`src/rtl/up_pkg.sv`:
```
// Shared definitions for the microprocessor datapath: widths, opcode
// field values decoded by the control unit, and accumulator source selects.
package up_pkg;

  localparam int unsigned DATA_W = 8;
  localparam int unsigned ADDR_W = 5;

  // Opcode field IR[7:5]
  typedef enum logic [2:0] {
    LOAD  = 3'b000,
    STORE = 3'b001,
    ADD   = 3'b010,
    SUB   = 3'b011,
    INPUT = 3'b100,
    JZ    = 3'b101,
    JPOS  = 3'b110,
    HALT  = 3'b111
  } opcode_e;

  // Accumulator source select
  typedef enum logic [1:0] {
    ASEL_ALU  = 2'b00,
    ASEL_IN   = 2'b01,
    ASEL_MEM  = 2'b10,
    ASEL_ZERO = 2'b11
  } asel_e;

endpackage

```
`src/rtl/up_ram.sv`:
```
// Unified program/data RAM, 2**ADDR_W words of DATA_W bits.
// Ports: clk; we/waddr/wdata synchronous write; raddr/rdata combinational read.
// A read at an address being written in the same cycle returns the old word.
module up_ram #(
  parameter int unsigned DATA_W = 8,
  parameter int unsigned ADDR_W = 5
) (
  input  logic              clk,
  input  logic              we,
  input  logic [ADDR_W-1:0] waddr,
  input  logic [DATA_W-1:0] wdata,
  input  logic [ADDR_W-1:0] raddr,
  output logic [DATA_W-1:0] rdata
);

  localparam int unsigned DEPTH = 1 << ADDR_W;

  logic [DATA_W-1:0] mem [DEPTH];

  // Storage is deliberately not reset so a loaded program survives RESET
  always_ff @(posedge clk) begin
    if (we) mem[waddr] <= wdata;
  end

  assign rdata = mem[raddr];

endmodule

```
`src/rtl/up_datapath.sv`:
```
// Accumulator datapath of the simple microprocessor: IR, PC, accumulator A
// and a unified program/data RAM with a side-band loader port.
// Ports:
//   CLOCK, RESET (async, active-low)
//   control word from the control unit: IRload, JMPmux, PCload, Meminst,
//     MemWr, Aload, Sub, Asel[1:0], Halt
//   Input           external switch data
//   ProgWe/ProgAddr/ProgData  loader write port (wins over MemWr)
//   IR[2:0]         opcode field back to the control unit
//   Aeq0, Apos      accumulator status
//   Output          accumulator value
//   Halted          Halt delayed one cycle
//   Ovf             signed overflow of the last ALU load; only active when
//                   UP_DATAPATH_OVF_EN is defined, otherwise tied low
module up_datapath #(
  parameter int unsigned DATA_W = up_pkg::DATA_W,
  parameter int unsigned ADDR_W = up_pkg::ADDR_W
) (
  input  logic              CLOCK,
  input  logic              RESET,
  input  logic              IRload,
  input  logic              JMPmux,
  input  logic              PCload,
  input  logic              Meminst,
  input  logic              MemWr,
  input  logic              Aload,
  input  logic              Sub,
  input  logic [1:0]        Asel,
  input  logic              Halt,
  input  logic [DATA_W-1:0] Input,
  input  logic              ProgWe,
  input  logic [ADDR_W-1:0] ProgAddr,
  input  logic [DATA_W-1:0] ProgData,
  output logic [2:0]        IR,
  output logic              Aeq0,
  output logic              Apos,
  output logic [DATA_W-1:0] Output,
  output logic              Halted,
  output logic              Ovf
);

  import up_pkg::*;

  logic [DATA_W-1:0] ir_reg;
  logic [ADDR_W-1:0] pc_reg;
  logic [DATA_W-1:0] a_reg;
  logic              halted_reg;

  logic [ADDR_W-1:0] addr;
  logic [DATA_W-1:0] mem_rd;
  logic              ram_we;
  logic [ADDR_W-1:0] ram_waddr;
  logic [DATA_W-1:0] ram_wdata;
  logic [DATA_W-1:0] alu_res;
  logic [DATA_W-1:0] a_next;
  logic [ADDR_W-1:0] pc_next;

  // Shared read/write address for instruction fetch and data access
  assign addr = Meminst ? ir_reg[ADDR_W-1:0] : pc_reg;

  // Loader takes priority over a datapath store in the same cycle
  assign ram_we    = ProgWe | MemWr;
  assign ram_waddr = ProgWe ? ProgAddr : addr;
  assign ram_wdata = ProgWe ? ProgData : a_reg;

  up_ram #(
    .DATA_W (DATA_W),
    .ADDR_W (ADDR_W)
  ) u_ram (
    .clk   (CLOCK),
    .we    (ram_we),
    .waddr (ram_waddr),
    .wdata (ram_wdata),
    .raddr (addr),
    .rdata (mem_rd)
  );

  // Add/subtract, carry and borrow discarded
  assign alu_res = Sub ? (a_reg - mem_rd) : (a_reg + mem_rd);

  // Accumulator source mux
  always_comb begin
    a_next = a_reg;
    case (Asel)
      ASEL_ALU:  a_next = alu_res;
      ASEL_IN:   a_next = Input;
      ASEL_MEM:  a_next = mem_rd;
      ASEL_ZERO: a_next = '0;
      default:   a_next = a_reg;
    endcase
  end

  // Jump target or sequential increment (wraps at the top of memory)
  assign pc_next = JMPmux ? ir_reg[ADDR_W-1:0] : (pc_reg + ADDR_W'(1));

  // Architectural registers
  always_ff @(posedge CLOCK or negedge RESET) begin
    if (!RESET) begin
      ir_reg     <= '0;
      pc_reg     <= '0;
      a_reg      <= '0;
      halted_reg <= 1'b0;
    end else begin
      if (IRload) ir_reg <= mem_rd;
      if (PCload) pc_reg <= pc_next;
      if (Aload)  a_reg  <= a_next;
      halted_reg <= Halt;
    end
  end

`ifdef UP_DATAPATH_OVF_EN
  logic ovf_reg;
  logic ovf_next;
  logic m_sign;

  // Subtraction adds ~M, so the effective operand sign is inverted
  always_comb begin
    m_sign   = Sub ? ~mem_rd[DATA_W-1] : mem_rd[DATA_W-1];
    ovf_next = (a_reg[DATA_W-1] == m_sign) && (alu_res[DATA_W-1] != a_reg[DATA_W-1]);
  end

  always_ff @(posedge CLOCK or negedge RESET) begin
    if (!RESET) begin
      ovf_reg <= 1'b0;
    end else if (Aload && (Asel == ASEL_ALU)) begin
      ovf_reg <= ovf_next;
    end
  end

  assign Ovf = ovf_reg;
`else
  assign Ovf = 1'b0;
`endif

  assign IR     = ir_reg[DATA_W-1:DATA_W-3];
  assign Aeq0   = (a_reg == '0);
  assign Apos   = ~a_reg[DATA_W-1];
  assign Output = a_reg;
  assign Halted = halted_reg;

endmodule

```
`config.mk`:
```
export PLATFORM = sky130hd
export DESIGN_NAME = up_datapath
export DESIGN_NICKNAME = d
export VERILOG_FILES = /design/src/rtl/up_pkg.sv /design/src/rtl/up_ram.sv /design/src/rtl/up_datapath.sv
export SDC_FILE = /design/constraint.sdc
export NUM_CORES = 1
export LEC_CHECK = 0
export ABC_AREA = 0
export CAP_MARGIN = 40
export CORE_ASPECT_RATIO = 1.1
export CORE_MARGIN = 5
export CORE_UTILIZATION = 61
export DETAILED_ROUTE_END_ITERATION = 7
export GPL_TIMING_DRIVEN = 0
export PLACE_DENSITY = 0.8
export SYNTH_ARGS = -nofsm -noshare
export SYNTH_HDL_FRONTEND = slang
export SYNTH_SLANG_ARGS = --single-unit
```
`constraint.sdc`:
```
create_clock -name CLOCK -period 5.2 [get_ports CLOCK]
set_clock_uncertainty 0.2 [all_clocks]
set_input_delay 1.04 -clock CLOCK [delete_from_list [all_inputs] [get_ports CLOCK]]
set_output_delay 1.04 -clock CLOCK [all_outputs]
set_load 0.005 [all_outputs]
```
==> results summary <==
The flow ran to the end, and the final reports show no timing, DRC or antenna violations. The number of antenna diodes in the final layout is 0. Clock latency on the worst-skew pair, taken at its later pin, is 0.53 ns. The worst ir drop on vdd is 0.551 mV. The final cycle utilization of the critical path came out at 97.9%.

The count of synthesis-stage warnings from yosys came out at 0. The smallest clock period supported by the final layout is computed as 5.09 ns. The number of standard cells after synthesis is 872. The share of layout cells above drive strength 1 came out at 17.9%. The routed length per placed instance came out at 26.9 um. The worst hold path belongs to the class flop to flop.

Measured along the x axis, the die boundary spans 145 um. The aggregate global routing overflow is 0. The startpoint identified for the worst register-to-register timing path is pc_reg[0]$_DFFE_PN0P_. In the layout the commonest cells are 256 x edfxtp_1, 104 x nand2_1, 65 x nor2_1, 44 x a21oi_1, 42 x clkdlybuf4s50_1. The endpoint type of the worst setup path is a flop. The flip-flop count of the largest register after layout came out at 256. For this run, the leading register cell type out of synthesis is edfxtp_1.

The power per cell area came out at 618 nW/um^2. The signed area change from the synthesized netlist to the final layout came out at 17.2%. The y dimension of the die is 159 um. The wire length of the first global-routing pass is 49.2 mm. The hold-fix buffer count after cts came out at 0. The reg-to-reg setup timing slack came out at 0.16 ns. When the netlist entered floorplanning its net count stood at 916. A synthesized cell averages 14.1 um^2. The CTS tree is done. The total DRC errors in the routed layout came out at 0. The final count of pins violating max slew was 0. The cell type of the slowest stage on the worst timing path is mux2_4. The row count is 54. The final cell area excluding filler cells came out at 14,400 um^2.

The largest net degree at the start of global routing came out at 33. After detailed routing, the total wire length is 33.2 mm. After floorplanning, the core was sized to cover 19,800 um^2. The number of CTS-inserted buffers is 27. The synthesis-stage register bit count is 278. The library cell used most frequently in the layout, excluding fill and tap cells, is edfxtp_1.

The detailed router's first-iteration violation count is 1,128. Static timing analysis puts the maximum clock frequency at 196 MHz. For hold timing, the worst endpoint is ir_reg[5]$_DFFE_PN0P_. The worst endpoint data arrival time came out at 5.29 ns.

Input and output buffers added on the ports amount to 42. The largest fanout on the critical path is 10. In this run, distinct cell masters in the synthesized netlist total 67. The instance count along the most critical hold path is 1. The number of levels the H-tree was split into came out at 1. The number of placed I/O pins came out at 49. The initial antenna violation count is 0. The die covers 23,000 um^2. At the pin with the least slew margin, the transition time is 1.03 ns.

The count of flip-flops with a built-in enable after synthesis came out at 256. The hold path startpoint is ir_reg[5]$_DFFE_PN0P_. The combined area of all synthesized cells came out at 12,300 um^2. Summed over all nets, the half-perimeter wirelength after detailed placement is 22.0 mm.

The average vias per placed instance came out at 6.79. The via count of the first global-routing pass is 8,038. The required time of the worst setup path came out at 5.40 ns. Clock tree synthesis selected as its root buffer the cell clkbuf_16. The signal on the critical path passes through buf_12 > mux2_4 > buf_4 > buf_6 > mux2i_1 > a311oi_1 > a31oi_1 > o41ai_2 > buf_4 > inv_1 > ha_1 > nor2_2 > a21oi_2 > inv_1 > ha_1 > nor2b_2 > o21ai_2 > a21boi_2 > o21ai_2 > a21oi_2 > xnor2_1 > xor2_1 > a31oi_1 > o211ai_2. In the final design database the tool counted 1,007 nets.

The remaining antenna violation count came out at 0. The buffer levels on the longest clock path came out at 3. The sum of negative setup slack is 0 ns.

Across every metal layer, demand over resource in global routing totals 28.2%. For this run, the slowest stage of the critical path takes 0.36 ns. The placed instance area is 13,100 um^2. Summed over all cells, the static leakage comes to 0.00490 uW. The path type of the worst setup path is input pin to flop. The total setup violations reported at the end of the flow is 0. The startpoint class of the critical path is an input pin. Counting cells, the worst reg-to-reg path comes to 19.

For this design, the sink count on the clock tree is 278. The fraction of synthesis flops using an asynchronous set or reset pin came out at 7.91%. The initial utilization of the core area, before any placement, comes to 61.9%. Detailed routing inserted a total of 8,381 vias. The max-slew headroom at the worst pin came out at 31.0%. The number of optimization iterations in the first detailed-route pass is 5. The endpoint of the lowest-slack register-to-register path is Output[7]$_DFFE_PN0P_. The sequential element share of the synthesized area came out at 67.2%. The final weighted congestion in routability-driven placement is 0.979. After clock tree synthesis, the clock-pin slew on the worst setup and hold paths is 0.06 ns.

The number of max-cap violations came out at 0. The final hold violation count is 0.
## worst max path at each step
stage                          start               endpoint  slack [ns]  cells after the start
2_1_floorplan                Meminst  Output[7]$_DFFE_PN0P_        0.04                     22
5_1_grt        pc_reg[0]$_DFFE_PN0P_  Output[7]$_DFFE_PN0P_      -0.003                     23
3_3_place_gp                 Meminst  Output[7]$_DFFE_PN0P_       -1.23                     17
6_report                     Meminst  Output[7]$_DFFE_PN0P_        0.11                     24
3_5_place_dp                 Meminst  Output[7]$_DFFE_PN0P_       -1.10                     21
4_1_cts                      Meminst  Output[7]$_DFFE_PN0P_       0.006                     18
## layout make-up
cell class              instances  area, um^2
flip-flops and latches        278        8240
fillers                      1246        5430
multi-input cells             526        3910
clock buffers                  34         702
repair buffers                 64         651
plain buffers                  52         342
well taps                     252         315
clock inverters                15         154
inverters                      14        57.6
## where the power goes
| part | internal, uW | total (uW) | leakage (uW) | switching [uW] |
|---|---|---|---|---|
| sequential | 2770 | 2900 | 0.00257 | 138 |
| combinational | 1620 | 4070 | 0.00190 | 2450 |
| clock | 1100 | 1910 | 0.000424 | 802 |
| total | 5490 | 8880 | 0.00490 | 3390 |
## stage by stage
step                      power (uW)  util, %  hold WS (ns)  std cells  worst slack (ns)
final                           8880     72.6         0.316       1235             0.110
after floorplan                 5220        -         0.282        872            0.0352
after detailed placement        6420     66.2         0.304       1176             -1.10
after global placement          6320     65.7         0.293       1166             -1.23
after CTS                       8450     71.3         0.318       1223           0.00587
after global routing            9210     72.6         0.338       1235          -0.00304
## critical path: cells and delay by family
family	cells	cell delay (ns)
xor+xnor	2	0.36
mux	2	0.55
fa+ha+maj	2	0.55
compound gates	10	1.68
simple gates	2	0.19
buf+inv	6	0.91
## synth_stat cells, types with 6 or more instances
cell,n,share of area (%)
o21ai_0,21,0.86
nand2b_1,23,1.2
xnor2_1,7,0.50
a31oi_1,10,0.51
mux2_2,13,1.2
ha_1,9,0.92
nor2b_1,8,0.41
mux4_2,30,5.5
nand4_1,11,0.56
buf_2,15,0.61
nand2_1,106,3.2
a22oi_1,11,0.67
dfrtp_1,22,4.5
nand3_1,30,1.2
buf_4,6,0.37
mux2i_1,31,2.5
nor3_1,10,0.41
a21oi_1,47,1.9
clkbuf_1,28,0.86
o22ai_1,11,0.56
nor2_1,69,2.1
edfxtp_1,256,63
inv_1,14,0.43
## layer usage
metal  track usage [%]  part of all wire (%)
met1              37.1                    37
met2              46.0                    47
met3              4.53                    10
met4              15.1                   5.7
met5                 0                     0
## repair_timing
item | CTS | global route
resized for setup | 42 | 41
setup buffers | 0 | 11
pin swaps | 4 | 20
endpoints found under the setup margin | 4 | 3
## logic make-up (layout without fill, tap and decap cells)
group	count (synthesis)	count (layout)	synth area share (%)
AO/OA/AOI/OAI	157	157	8.72
XOR/XNOR	10	10	0.714
adder cells (fa/ha/maj)	10	10	1.08
buffers and inverters	68	179	2.54
flip-flops	278	278	67.2
multiplexers	77	77	9.68
other	1	1	0.0306
AND/OR/NAND/NOR	271	271	10.0
Power figures use the tool's default switching activity.
